## config.mk

```make
export PLATFORM = sky130hd
export DESIGN_NAME = eq_menu_ctrl
export DESIGN_NICKNAME = d
export VERILOG_FILES = /design/src/rtl/visuaudio_pkg.sv /design/src/rtl/gain_bank.sv /design/src/rtl/eq_menu_ctrl.sv
export SDC_FILE = /design/constraint.sdc
export NUM_CORES = 1
export LEC_CHECK = 0
export ABC_AREA = 1
export ABC_CLOCK_PERIOD_IN_PS = 8600
export BUFFER_PORTS_ARGS = -buffer_cell sky130_fd_sc_hd__buf_4
export CAP_MARGIN = 10
export CORE_MARGIN = 4
export CORE_UTILIZATION = 53
export CTS_CLUSTER_SIZE = 14
export DETAILED_ROUTE_END_ITERATION = 7
export GPL_TIMING_DRIVEN = 1
export PLACE_DENSITY = 0.82
export SYNTH_ARGS = -nofsm -noshare
export SYNTH_HDL_FRONTEND = slang
export SYNTH_SLANG_ARGS = --single-unit
```

## constraint.sdc

```tcl
create_clock -name i_clk -period 8.6 [get_ports i_clk]
set_input_delay 0 -clock i_clk [delete_from_list [all_inputs] [get_ports i_clk]]
set_output_delay 0 -clock i_clk [all_outputs]
set_load 0.005 [all_outputs]
```

## src/rtl/visuaudio_pkg.sv

```systemverilog
// Shared types and constants for the equaliser front panel (menu controller
// and seven-segment decoder).
package visuaudio_pkg;

  localparam int NUM_BANDS  = 6;   // band index range 1..NUM_BANDS
  localparam int GAIN_MAX   = 12;  // gain range -GAIN_MAX..+GAIN_MAX dB
  localparam int OFFSET_MAX = 4;   // offset range 0..OFFSET_MAX

  // cfg_band codes that do not name a single band
  localparam logic [2:0] CFG_BAND_ALL = 3'd0;  // all gains cleared
  localparam logic [2:0] CFG_BAND_OFS = 3'd7;  // offset write

  typedef enum logic [2:0] {
    ST_INIT   = 3'd0,
    ST_IDLE   = 3'd1,
    ST_MENU   = 3'd2,
    ST_BAND   = 3'd3,
    ST_GAIN   = 3'd4,
    ST_OFFSET = 3'd5
  } ui_state_t;

  typedef enum logic [2:0] {
    MENU_EQ     = 3'd0,
    MENU_OFFSET = 3'd1,
    MENU_RESET  = 3'd2
  } menu_t;

endpackage

```

## src/rtl/gain_bank.sv

```systemverilog
// Per-band signed gain storage with saturating increment/decrement,
// clear-all, a read mux for the selected band and a "will change" flag.
module gain_bank
  import visuaudio_pkg::*;
(
  input  logic              i_clk,
  input  logic              i_rst,
  input  logic              i_clear,
  input  logic              i_inc,
  input  logic              i_dec,
  input  logic [2:0]        i_sel,       // band 1..NUM_BANDS
  output logic signed [4:0] o_gain,      // stored gain of i_sel
  output logic signed [4:0] o_new_gain,  // value written if o_changed
  output logic              o_changed    // inc/dec this cycle alters the gain
);

  localparam logic signed [4:0] G_HI = 5'(GAIN_MAX);
  localparam logic signed [4:0] G_LO = 5'(-GAIN_MAX);

  logic signed [4:0] r_gain [NUM_BANDS];
  logic [2:0]        w_idx;
  logic              w_sel_ok;

  assign w_idx    = i_sel - 3'd1;
  assign w_sel_ok = (i_sel != 3'd0) && (i_sel <= 3'(NUM_BANDS));
  assign o_gain   = w_sel_ok ? r_gain[w_idx] : 5'sd0;

  // Saturation check and next value for the selected band
  always_comb begin
    o_changed  = 1'b0;
    o_new_gain = o_gain;
    if (w_sel_ok && i_inc && (o_gain < G_HI)) begin
      o_changed  = 1'b1;
      o_new_gain = o_gain + 5'sd1;
    end else if (w_sel_ok && i_dec && (o_gain > G_LO)) begin
      o_changed  = 1'b1;
      o_new_gain = o_gain - 5'sd1;
    end
  end

  // Gain storage: clear-all or single-band update
  // NOTE: the gain array is reset explicitly because a mid-operation reset
  // must return every band to 0 dB, so it cannot map to reset-less RAM.
  always_ff @(posedge i_clk) begin
    if (i_rst || i_clear) begin
      for (int i = 0; i < NUM_BANDS; i++) r_gain[i] <= 5'sd0;
    end else if (o_changed) begin
      r_gain[w_idx] <= o_new_gain;
    end
  end

endmodule

```

## src/rtl/eq_menu_ctrl.sv

```systemverilog
// Front-panel UI controller: key-driven state machine, menu cursor, band
// select, offset and play toggle, issuing gain/offset config writes.
module eq_menu_ctrl
  import visuaudio_pkg::*;
(
  input  logic        i_clk,
  input  logic        i_rst,
  input  logic        i_init_done,
  input  logic        i_key_up,
  input  logic        i_key_down,
  input  logic        i_key_enter,
  input  logic        i_key_back,
  input  logic        i_key_play,
  output logic [2:0]  o_state,
  output logic [2:0]  o_menu_state,
  output logic [2:0]  o_band,
  output logic [31:0] o_gain,
  output logic [2:0]  o_offset,
  output logic        o_play_enable,
  output logic        o_cfg_valid,
  output logic [2:0]  o_cfg_band,
  output logic [4:0]  o_cfg_gain,
  output logic [2:0]  o_cfg_offset
);

  ui_state_t   r_state, w_state_nxt;
  menu_t       r_menu, w_menu_nxt;
  logic [2:0]  r_band, w_band_nxt;
  logic [2:0]  r_offset, w_offset_nxt;
  logic        r_play, w_play_nxt;
  logic        r_cfg_valid, w_cfg_valid_nxt;
  logic [2:0]  r_cfg_band, w_cfg_band_nxt;
  logic [4:0]  r_cfg_gain, w_cfg_gain_nxt;

  logic        w_back, w_enter, w_up, w_down;
  logic        w_gain_inc, w_gain_dec, w_gain_clr, w_gain_changed;
  logic signed [4:0] w_gain, w_new_gain;

  // Navigation priority: back > enter > up > down, one winner per cycle
  assign w_back  = i_key_back;
  assign w_enter = i_key_enter & ~i_key_back;
  assign w_up    = i_key_up & ~i_key_enter & ~i_key_back;
  assign w_down  = i_key_down & ~i_key_up & ~i_key_enter & ~i_key_back;

  gain_bank u_gain_bank (
    .i_clk      (i_clk),
    .i_rst      (i_rst),
    .i_clear    (w_gain_clr),
    .i_inc      (w_gain_inc),
    .i_dec      (w_gain_dec),
    .i_sel      (r_band),
    .o_gain     (w_gain),
    .o_new_gain (w_new_gain),
    .o_changed  (w_gain_changed)
  );

  // Next-state and next-output decode
  // NOTE: every signal gets a default before the case so no path leaves one
  // unassigned, which would otherwise infer a latch.
  always_comb begin
    w_state_nxt     = r_state;
    w_menu_nxt      = r_menu;
    w_band_nxt      = r_band;
    w_offset_nxt    = r_offset;
    w_play_nxt      = r_play;
    w_cfg_valid_nxt = 1'b0;
    w_cfg_band_nxt  = r_cfg_band;
    w_cfg_gain_nxt  = r_cfg_gain;
    w_gain_inc      = 1'b0;
    w_gain_dec      = 1'b0;
    w_gain_clr      = 1'b0;

    if (r_state != ST_INIT && i_key_play) w_play_nxt = ~r_play;

    case (r_state)
      ST_INIT: begin
        if (i_init_done) w_state_nxt = ST_IDLE;
      end
      ST_IDLE: begin
        if (w_enter) begin
          w_state_nxt = ST_MENU;
          w_menu_nxt  = MENU_EQ;
        end
      end
      ST_MENU: begin
        if (w_back) begin
          w_state_nxt = ST_IDLE;
        end else if (w_enter) begin
          case (r_menu)
            MENU_EQ:     w_state_nxt = ST_BAND;
            MENU_OFFSET: w_state_nxt = ST_OFFSET;
            default: begin
              w_state_nxt     = ST_IDLE;
              w_gain_clr      = 1'b1;
              w_offset_nxt    = 3'd0;
              w_cfg_valid_nxt = 1'b1;
              w_cfg_band_nxt  = CFG_BAND_ALL;
              w_cfg_gain_nxt  = 5'd0;
            end
          endcase
        end else if (w_up) begin
          w_menu_nxt = (r_menu == MENU_RESET) ? MENU_EQ : menu_t'(r_menu + 3'd1);
        end else if (w_down) begin
          w_menu_nxt = (r_menu == MENU_EQ) ? MENU_RESET : menu_t'(r_menu - 3'd1);
        end
      end
      ST_BAND: begin
        if (w_back) begin
          w_state_nxt = ST_MENU;
        end else if (w_enter) begin
          w_state_nxt = ST_GAIN;
        end else if (w_up) begin
          w_band_nxt = (r_band == 3'(NUM_BANDS)) ? 3'd1 : r_band + 3'd1;
        end else if (w_down) begin
          w_band_nxt = (r_band == 3'd1) ? 3'(NUM_BANDS) : r_band - 3'd1;
        end
      end
      ST_GAIN: begin
        if (w_back || w_enter) begin
          w_state_nxt = ST_BAND;
        end else begin
          w_gain_inc = w_up;
          w_gain_dec = w_down;
          if (w_gain_changed) begin
            w_cfg_valid_nxt = 1'b1;
            w_cfg_band_nxt  = r_band;
            w_cfg_gain_nxt  = w_new_gain;
          end
        end
      end
      ST_OFFSET: begin
        if (w_back || w_enter) begin
          w_state_nxt = ST_MENU;
        end else if (w_up && r_offset < 3'(OFFSET_MAX)) begin
          w_offset_nxt    = r_offset + 3'd1;
          w_cfg_valid_nxt = 1'b1;
          w_cfg_band_nxt  = CFG_BAND_OFS;
          w_cfg_gain_nxt  = 5'd0;
        end else if (w_down && r_offset != 3'd0) begin
          w_offset_nxt    = r_offset - 3'd1;
          w_cfg_valid_nxt = 1'b1;
          w_cfg_band_nxt  = CFG_BAND_OFS;
          w_cfg_gain_nxt  = 5'd0;
        end
      end
      default: w_state_nxt = ST_IDLE;  // recover from encodings 6, 7
    endcase
  end

  // State and output registers with synchronous reset
  // NOTE: non-blocking assignments here so every register samples the
  // pre-edge values and the update order inside the block does not matter.
  always_ff @(posedge i_clk) begin
    if (i_rst) begin
      r_state     <= ST_INIT;
      r_menu      <= MENU_EQ;
      r_band      <= 3'd1;
      r_offset    <= 3'd0;
      r_play      <= 1'b0;
      r_cfg_valid <= 1'b0;
      r_cfg_band  <= 3'd0;
      r_cfg_gain  <= 5'd0;
    end else begin
      r_state     <= w_state_nxt;
      r_menu      <= w_menu_nxt;
      r_band      <= w_band_nxt;
      r_offset    <= w_offset_nxt;
      r_play      <= w_play_nxt;
      r_cfg_valid <= w_cfg_valid_nxt;
      r_cfg_band  <= w_cfg_band_nxt;
      r_cfg_gain  <= w_cfg_gain_nxt;
    end
  end

  assign o_state       = r_state;
  assign o_menu_state  = r_menu;
  assign o_band        = r_band;
  assign o_gain        = {{27{w_gain[4]}}, w_gain};
  assign o_offset      = r_offset;
  assign o_play_enable = r_play;
  assign o_cfg_valid   = r_cfg_valid;
  assign o_cfg_band    = r_cfg_band;
  assign o_cfg_gain    = r_cfg_gain;
  assign o_cfg_offset  = r_offset;

endmodule

```

==> results.tsv, run 1 <==
stage	metric	value	unit
run_status	status	finished, final reports clean	
sta	Final Cycle Share	48.5	%
hold_path	hold crit path type	input port to flip-flop	
sta	final hold violations	0	
route	Final ANT Viol Nets	0	
synth	sequential area share after synthesis	41.9	%
synth	post-synthesis simple-gate area fraction	28.1	%
placement	dpl cells	613	
sta	slew margin rel.	33.7	%
clock_network	clk root buf	clkbuf_8	
grt	GR Util All Layers	20.0	%
placement	Final HPWL DP	6670	microns
sta	Setup TNS Final	0	ns
worst_setup_path	crit path max fanout	26	
synth	count of flip-flops with a built-in enable after synthesis	40	
synth	Synth Flop Type	edfxtp_1	
placement	Placement Cell Area	0.00424	sq mm
route	Vias	3295	
route	Initial DRC Count	213	
power_and_ir_drop	Max VDD drop	0.178	mV
synth	Syn Area/Cell	8.01	sq um
placement	routability cong.	0.904	
final_layout	area grow syn2layout	13.4	%
clock_network	clk sinks	62	
synth	top post-synthesis cells by count	91 x nand2_1, 70 x nor2_1, 66 x inv_1	
sta	Peak Freq	0.240	GHz
synth	Adder-Cell Fraction of Synth Area	4.66	%
synth	#FFs+latches synth	62	
sta	final setup fails	0	
job	Max Cap Viol	0	
synth	Cell variety after synth	44	
worst_setup_path	R2R Path End	u_gain_bank.r_gain[4][3]	
die	core area	0.00721	sq mm
worst_setup_path	WP data arrival	4.14	ns
grt	first-pass GRT wire length	13900	microns
synth	mux share of post-synthesis cell area	0	%
die	Die H	94.0	microns
sta	RSZ-0062 raised after global routing	no	
synth	Synth Area in XOR/XNOR	2.01	%
power_and_ir_drop	Power Total	0.974	mW
placement	pre-CTS setup slack	4.43	ns
die	Initial Util	54.4	%
grt	vias in the first global route	3081	
final_layout	fin area	0.00445	sq mm
placement	Buffers on Ports	64	
route	drt drc	0	
worst_setup_path	Required @ worst endpoint	8.57	ns
hold_path	WHS Path Cells	4	
clock_network	clock slew at reported path FFs	0.07	ns
route	final WL	8600	microns
synth	asr flop ratio synth	0	%
sta	Worst Hold Margin	0.0627	ns
grt	largest net degree at the start of global routing	31	
synth	Synth Instances	490	
synth	Synth area leaders	edfxtp_1 31%, dfxtp_1 11%, nand2_1 8.7%	
die	Rows	31	
worst_setup_path	Reg2Reg Depth	19	
grt	grt ovf	0	
die	Die X	94.0	microns
grt	initial antenna violation count	0	
final_layout	layout cells sized above 1	21.2	%
worst_setup_path	RR Startpoint	o_band[0]	
hold_path	min-delay src	i_key_back	
power_and_ir_drop	Power Dens Cells	219	mW/mm^2
route	DRT Pass-1 Iters	5	
power_and_ir_drop	leakage	2.06	nW
synth	post-synth design cell area	0.00392	sq mm
synth	warnings from Yosys	0	
worst_setup_path	worst setup path class	flip-flop to flip-flop	
worst_setup_path	Startpoint Class	flip-flop	
synth	area share of the largest cell type after synthesis	30.6	%
final_layout	Layout Cells excl Fill	631	
final_layout	ant diodes	0	
final_layout	Finished Core Util	61.6	%
synth	cell taking the most area after synthesis	edfxtp_1	
sta	Worst Clk Skew	0.0108	ns
hold_path	Worst Hold End	o_state[2]	
worst_setup_path	Worst setup EP type	flip-flop	
clock_network	CTS H-Tree Depth	3	
clock_network	CTS resizes	0	
synth	largest family of logic cells by synthesized area	simple AND/OR/NAND/NOR gates	
sta	crit path time final	4.17	ns
sta	Worst-Margin Slew	0.990	ns
clock_network	Worst-Skew Late Latency	0.34	ns
clock_network	TritonCTS clock tree	yes	
clock_network	Longest Clk Path Bufs	2	
die	die footprint	0.00884	sq mm
clock_network	TritonCTS Buffers	9	
route	Via-to-Cell Ratio	5.22	
synth	Net Count, Synth	512	
sta	final worst setup slack	4.43	ns
synth	most frequent cell after synthesis	nand2_1	
synth	complex-gate fraction of the synthesized area	9.03	%
route	wire per inst	13.6	microns
final_layout	Nets	549	
worst_setup_path	Worst R2R Setup Slack	4.43	ns
sta	Slew Limit Fails	0	
die	IO Pins	65	
[sequential cells by signal, summed over array words and instances, names as in the netlist]
name and flops:
o_play_enable 1, o_band 3, o_cfg_valid 1, o_cfg_gain 5, o_cfg_offset 3, o_state 3, o_cfg_band 3, u_gain_bank.r_gain 40
o_menu_state 3
[critical path, cell delays in order (launching register included)]
cell	delay (ns)
dfxtp_1	0.34
inv_2	0.17
ha_1	0.77
inv_1	0.26
nor2_1	0.15
o21ai_0	0.09
nand2_1	0.09
nor2_1	0.04
nor2_1	0.36
inv_1	0.15
ha_1	0.22
inv_1	0.06
nand2_2	0.05
nand2_2	0.12
nand2_4	0.09
nand2_8	0.10
nand2_8	0.08
clkinv_2	0.12
nand2_1	0.05
o21ai_0	0.50
[cells by family (layout without fill, tap and decap cells)]
group,after synthesis,in the layout
adder cells (fa/ha/maj),14,14
buffers and inverters,112,154
flip-flops,62,62
AND/OR/NAND/NOR,236,236
XOR/XNOR,6,6
AO/OA/AOI/OAI,60,60
[placed cells by master, fill, tap and decap left out, types with 9 or more instances in the layout]
master / count
nand2_1: 91
nor2_1: 70
inv_1: 66
buf_4: 65
nand3_1: 43
edfxtp_1: 40
o21ai_0: 25
dfxtp_1: 22
a21oi_1: 15
ha_1: 13
clkbuf_8: 9
[worst max path at each step]
stage | to | cells past startpoint | slack [ns] | startpoint
2_1_floorplan | u_gain_bank.r_gain[4][0] | 22 | 4.80 | o_band[0]
3_3_place_gp | u_gain_bank.r_gain[4][1] | 19 | 4.59 | o_band[0]
3_5_place_dp | u_gain_bank.r_gain[4][2] | 19 | 4.43 | o_band[0]
4_1_cts | u_gain_bank.r_gain[4][3] | 19 | 4.43 | o_band[0]
5_1_grt | u_gain_bank.r_gain[4][0] | 19 | 3.89 | o_band[0]
6_report | u_gain_bank.r_gain[4][3] | 19 | 4.43 | o_band[0]
[where the power goes]
| group | leakage, nW | switching [mW] | internal (mW) | total (mW) |
|---|---|---|---|---|
| Sequential | 0.601 | 0.0237 | 0.346 | 0.370 |
| Combinational | 1.37 | 0.209 | 0.153 | 0.361 |
| Clock | 0.0863 | 0.112 | 0.131 | 0.243 |
| Total | 2.06 | 0.344 | 0.630 | 0.974 |
[metal layers]
| metal | vias up | GRT usage (%) | share of wire [%] |
|---|---|---|---|
| li1 | 1634 | - | - |
| met1 | 1517 | 25.4 | 42 |
| met2 | 127 | 33.5 | 49 |
| met3 | 17 | 4.49 | 6.9 |
| met4 | 0 | 6.98 | 2.0 |
| met5 | - | 0 | 0 |
[cell type report]
| class | count | area, sq um |
|---|---|---|
| repair buffers | 67 | 508 |
| well taps | 99 | 124 |
| clock inverters | 7 | 65.1 |
| multi-input cells | 316 | 1720 |
| fillers | 649 | 2770 |
| flip-flops and latches | 62 | 1640 |
| clock buffers | 9 | 124 |
| inverters | 71 | 268 |
[timing repair]
action	in CTS	in global routing
endpoints found under the hold margin	14	0
endpoints found under the setup margin	0	0
hold buffers	2	0
buffers inserted	0	0
No activity file was read; power rests on OpenSTA's default activity.
==> run 2, diff against run 1 <==
--- a/config.mk
+++ b/config.mk
@@ -6,7 +6,7 @@
 export NUM_CORES = 1
 export LEC_CHECK = 0
 export ABC_AREA = 1
-export ABC_CLOCK_PERIOD_IN_PS = 8600
+export ABC_CLOCK_PERIOD_IN_PS = 4100
 export BUFFER_PORTS_ARGS = -buffer_cell sky130_fd_sc_hd__buf_4
 export CAP_MARGIN = 10
 export CORE_MARGIN = 4
==> constraint.sdc (replaced) <==
create_clock -name i_clk -period 4.1 [get_ports i_clk]
set_input_delay 0 -clock i_clk [delete_from_list [all_inputs] [get_ports i_clk]]
set_output_delay 0 -clock i_clk [all_outputs]
set_load 0.005 [all_outputs]
==> run 2 against run 1 <==
Power grew 120%; sequential power grew 110%; count of clock-buffer cells in the layout is the same; clock skew decreased by 0.0029 ns; die area unchanged; wire length grew 2.7%; critical path type unchanged; largest power group unchanged.
==> results.tsv, run 2 (synthesis gave the netlist of run 1 again) <==
stage	metric	value	unit	change
sta	final setup fails	0		unchanged
worst_setup_path	WP data arrival	3.63	ns	-0.51 ns
worst_setup_path	worst setup path class	flip-flop to flip-flop		
sta	RSZ-0062 raised after global routing	no		
worst_setup_path	crit path max fanout	10		-62%
route	wire per inst	13.9	microns	+2.1%
worst_setup_path	CP Cell Sequence	inv_1 > ha_1 > inv_1 > nor2_1 > o21ai_0 > nand2_1 > nor2_1 > nor2_1 > buf_4 > inv_1 > ha_1 > inv_1 > nand2_2 > nand2_2 > nand2_4 > nand2_8 > nand2_8 > clkinv_2 > nand2_1 > o21ai_0		
clock_network	Longest Clk Path Bufs	2		unchanged
final_layout	filler cell count in the final layout	612		-5.7%
power_and_ir_drop	leakage	2.07	nW	+0.61%
sta	crit path time final	3.67	ns	-0.498 ns
die	IO Pins	65		unchanged
clock_network	TritonCTS clock tree	yes		
run_status	status	finished, final reports clean		
final_layout	Most flops, register	u_gain_bank.r_gain		
job	Max Cap Viol	0		unchanged
sta	slew margin rel.	56.6	%	+23 points
sta	Peak Freq	0.272	GHz	+14%
route	Via-to-Cell Ratio	5.30		+1.4%
worst_setup_path	cell depth of the worst setup path	20		+1
sta	Worst Hold Margin	0.0689	ns	+0.00623 ns
worst_setup_path	Startpoint Class	flip-flop		
power_and_ir_drop	Max VDD drop	0.299	mV	+68%
power_and_ir_drop	Power Dens Cells	467	mW/mm^2	+110%
clock_network	clock slew at reported path FFs	0.07	ns	about the same
final_layout	area grow syn2layout	14.6	%	
worst_setup_path	Reg2Reg Depth	20		+1
die	Die X	94.0	microns	unchanged
hold_path	WHS Path Cells	4		unchanged
final_layout	most frequent cells in the layout	91 x nand2_1, 70 x nor2_1, 70 x buf_4, 66 x inv_1, 43 x nand3_1		
sta	Worst Clk Skew	0.00783	ns	-0.00293 ns
grt	initial antenna violation count	0		unchanged
worst_setup_path	slowest cell delay on critical path	0.54	ns	-0.23 ns
route	DRT Pass-1 Iters	5		unchanged
final_layout	ant diodes	0		unchanged
worst_setup_path	worst path buffer plus inverter count	6		+1
worst_setup_path	critical path's slowest cell	o21ai_0		
worst_setup_path	RR Startpoint	o_band[1]		
final_layout	Layout Cells excl Fill	635		+0.63%
clock_network	total setup buffers inserted after CTS	0		unchanged
sta	Final Cycle Share	89.6	%	+41 points
route	Final ANT Viol Nets	0		unchanged
grt	vias in the first global route	3085		+0.13%
clock_network	CTS H-Tree Depth	3		unchanged
clock_network	CTS resizes	0		unchanged
route	Initial DRC Count	300		+41%
placement	routability cong.	0.958		+5.9%
worst_setup_path	Worst setup EP type	flip-flop		
sta	Worst-Margin Slew	0.645	ns	-0.346 ns
die	die footprint	0.00884	sq mm	unchanged
worst_setup_path	Required @ worst endpoint	4.06	ns	-4.51 ns
placement	Final HPWL DP	6740	microns	+1.2%
grt	first-pass GRT wire length	14200	microns	+2.6%
die	Rows	31		unchanged
route	drt drc	0		unchanged
worst_setup_path	Crit. Startpoint	o_band[1]		
placement	Buffers on Ports	64		unchanged
die	Die H	94.0	microns	unchanged
grt	GR Util All Layers	20.6	%	+0.55 points
final_layout	max reg flops	40		unchanged
hold_path	hold crit path type	input port to flip-flop		
worst_setup_path	critical path's top delay family	simple AND/OR/NAND/NOR gates		
worst_setup_path	Critical Path End	u_gain_bank.r_gain[4][0]		
clock_network	clk sinks	62		unchanged
clock_network	Worst-Skew Late Latency	0.33	ns	about the same
clock_network	clk root buf	clkbuf_8		
sta	Setup TNS Final	0	ns	unchanged
placement	dpl cells	618		+0.82%
worst_setup_path	Worst R2R Setup Slack	0.43	ns	-4.00 ns
grt	grt ovf	0		unchanged
die	core area	0.00721	sq mm	unchanged
final_layout	layout cells sized above 1	21.8	%	+0.59 points
final_layout	Finished Core Util	62.3	%	+0.69 points
clock_network	TritonCTS Buffers	9		unchanged
route	Vias	3363		+2.1%
route	final WL	8830	microns	+2.7%
worst_setup_path	most frequent CP cell	inv_1		
final_layout	most common cell after layout, fill and taps aside	nand2_1		
clock_network	# hold bufs at CTS	2		unchanged
final_layout	register area	0.00164	sq mm	unchanged
final_layout	Nets	554		+0.91%
worst_setup_path	R2R Path End	u_gain_bank.r_gain[4][0]		
die	Initial Util	54.4	%	unchanged
sta	Slew Limit Fails	0		unchanged
sta	final hold violations	0		unchanged
final_layout	multi-input logic area	0.00172	sq mm	unchanged
grt	largest net degree at the start of global routing	30		-3.2%
==> run 2: cell type report <==
type,instances,share of cell area [%]
repair buffers,72,12.1
flip-flops and latches,62,36.5
multi-input cells,316,38.2
clock inverters,6,1.73
well taps,99,2.75
inverters,71,5.95
clock buffers,9,2.75
==> run 2: tightest hold or removal path, stage by stage <==
cell      delay (ns)
buf_4           0.09
inv_1           0.07
a31oi_1         0.14
a211oi_1        0.06
==> run 2: worst min path at each step <==
stage | startpoint | to | slack [ns]
finish | i_key_back | o_state[2] | 0.07
global placement | i_rst | o_cfg_gain[1] | 0.32
floorplan | i_key_play | o_play_enable | 0.22
detailed placement | i_rst | o_cfg_gain[0] | 0.32
CTS | i_key_back | o_state[2] | 0.06
global route | i_key_back | o_state[2] | 0.07
==> run 2: through the flow <==
stage,setup WS (ns),power [mW],area (sq um)
floorplan,0.299,1.33,3920
global placement,0.637,1.52,4280
detailed placement,0.469,1.54,4280
CTS,0.449,2.10,4500
global route,0.157,2.24,4500
finish,0.428,2.10,4500
==> run 2: power by group <==
part	internal [mW]	switching (mW)
Sequential	0.725	0.0501
Combinational	0.324	0.437
Clock	0.333	0.230
Total	1.38	0.718
==> run 2: metal layers <==
metal | global-route usage (%) | vias up | routed length (microns)
met5 | 0 | - | 0
met4 | 8.18 | 0 | 132
met3 | 3.37 | 13 | 598
met2 | 34.2 | 141 | 4340
met1 | 26.7 | 1568 | 3770
li1 | - | 1641 | -
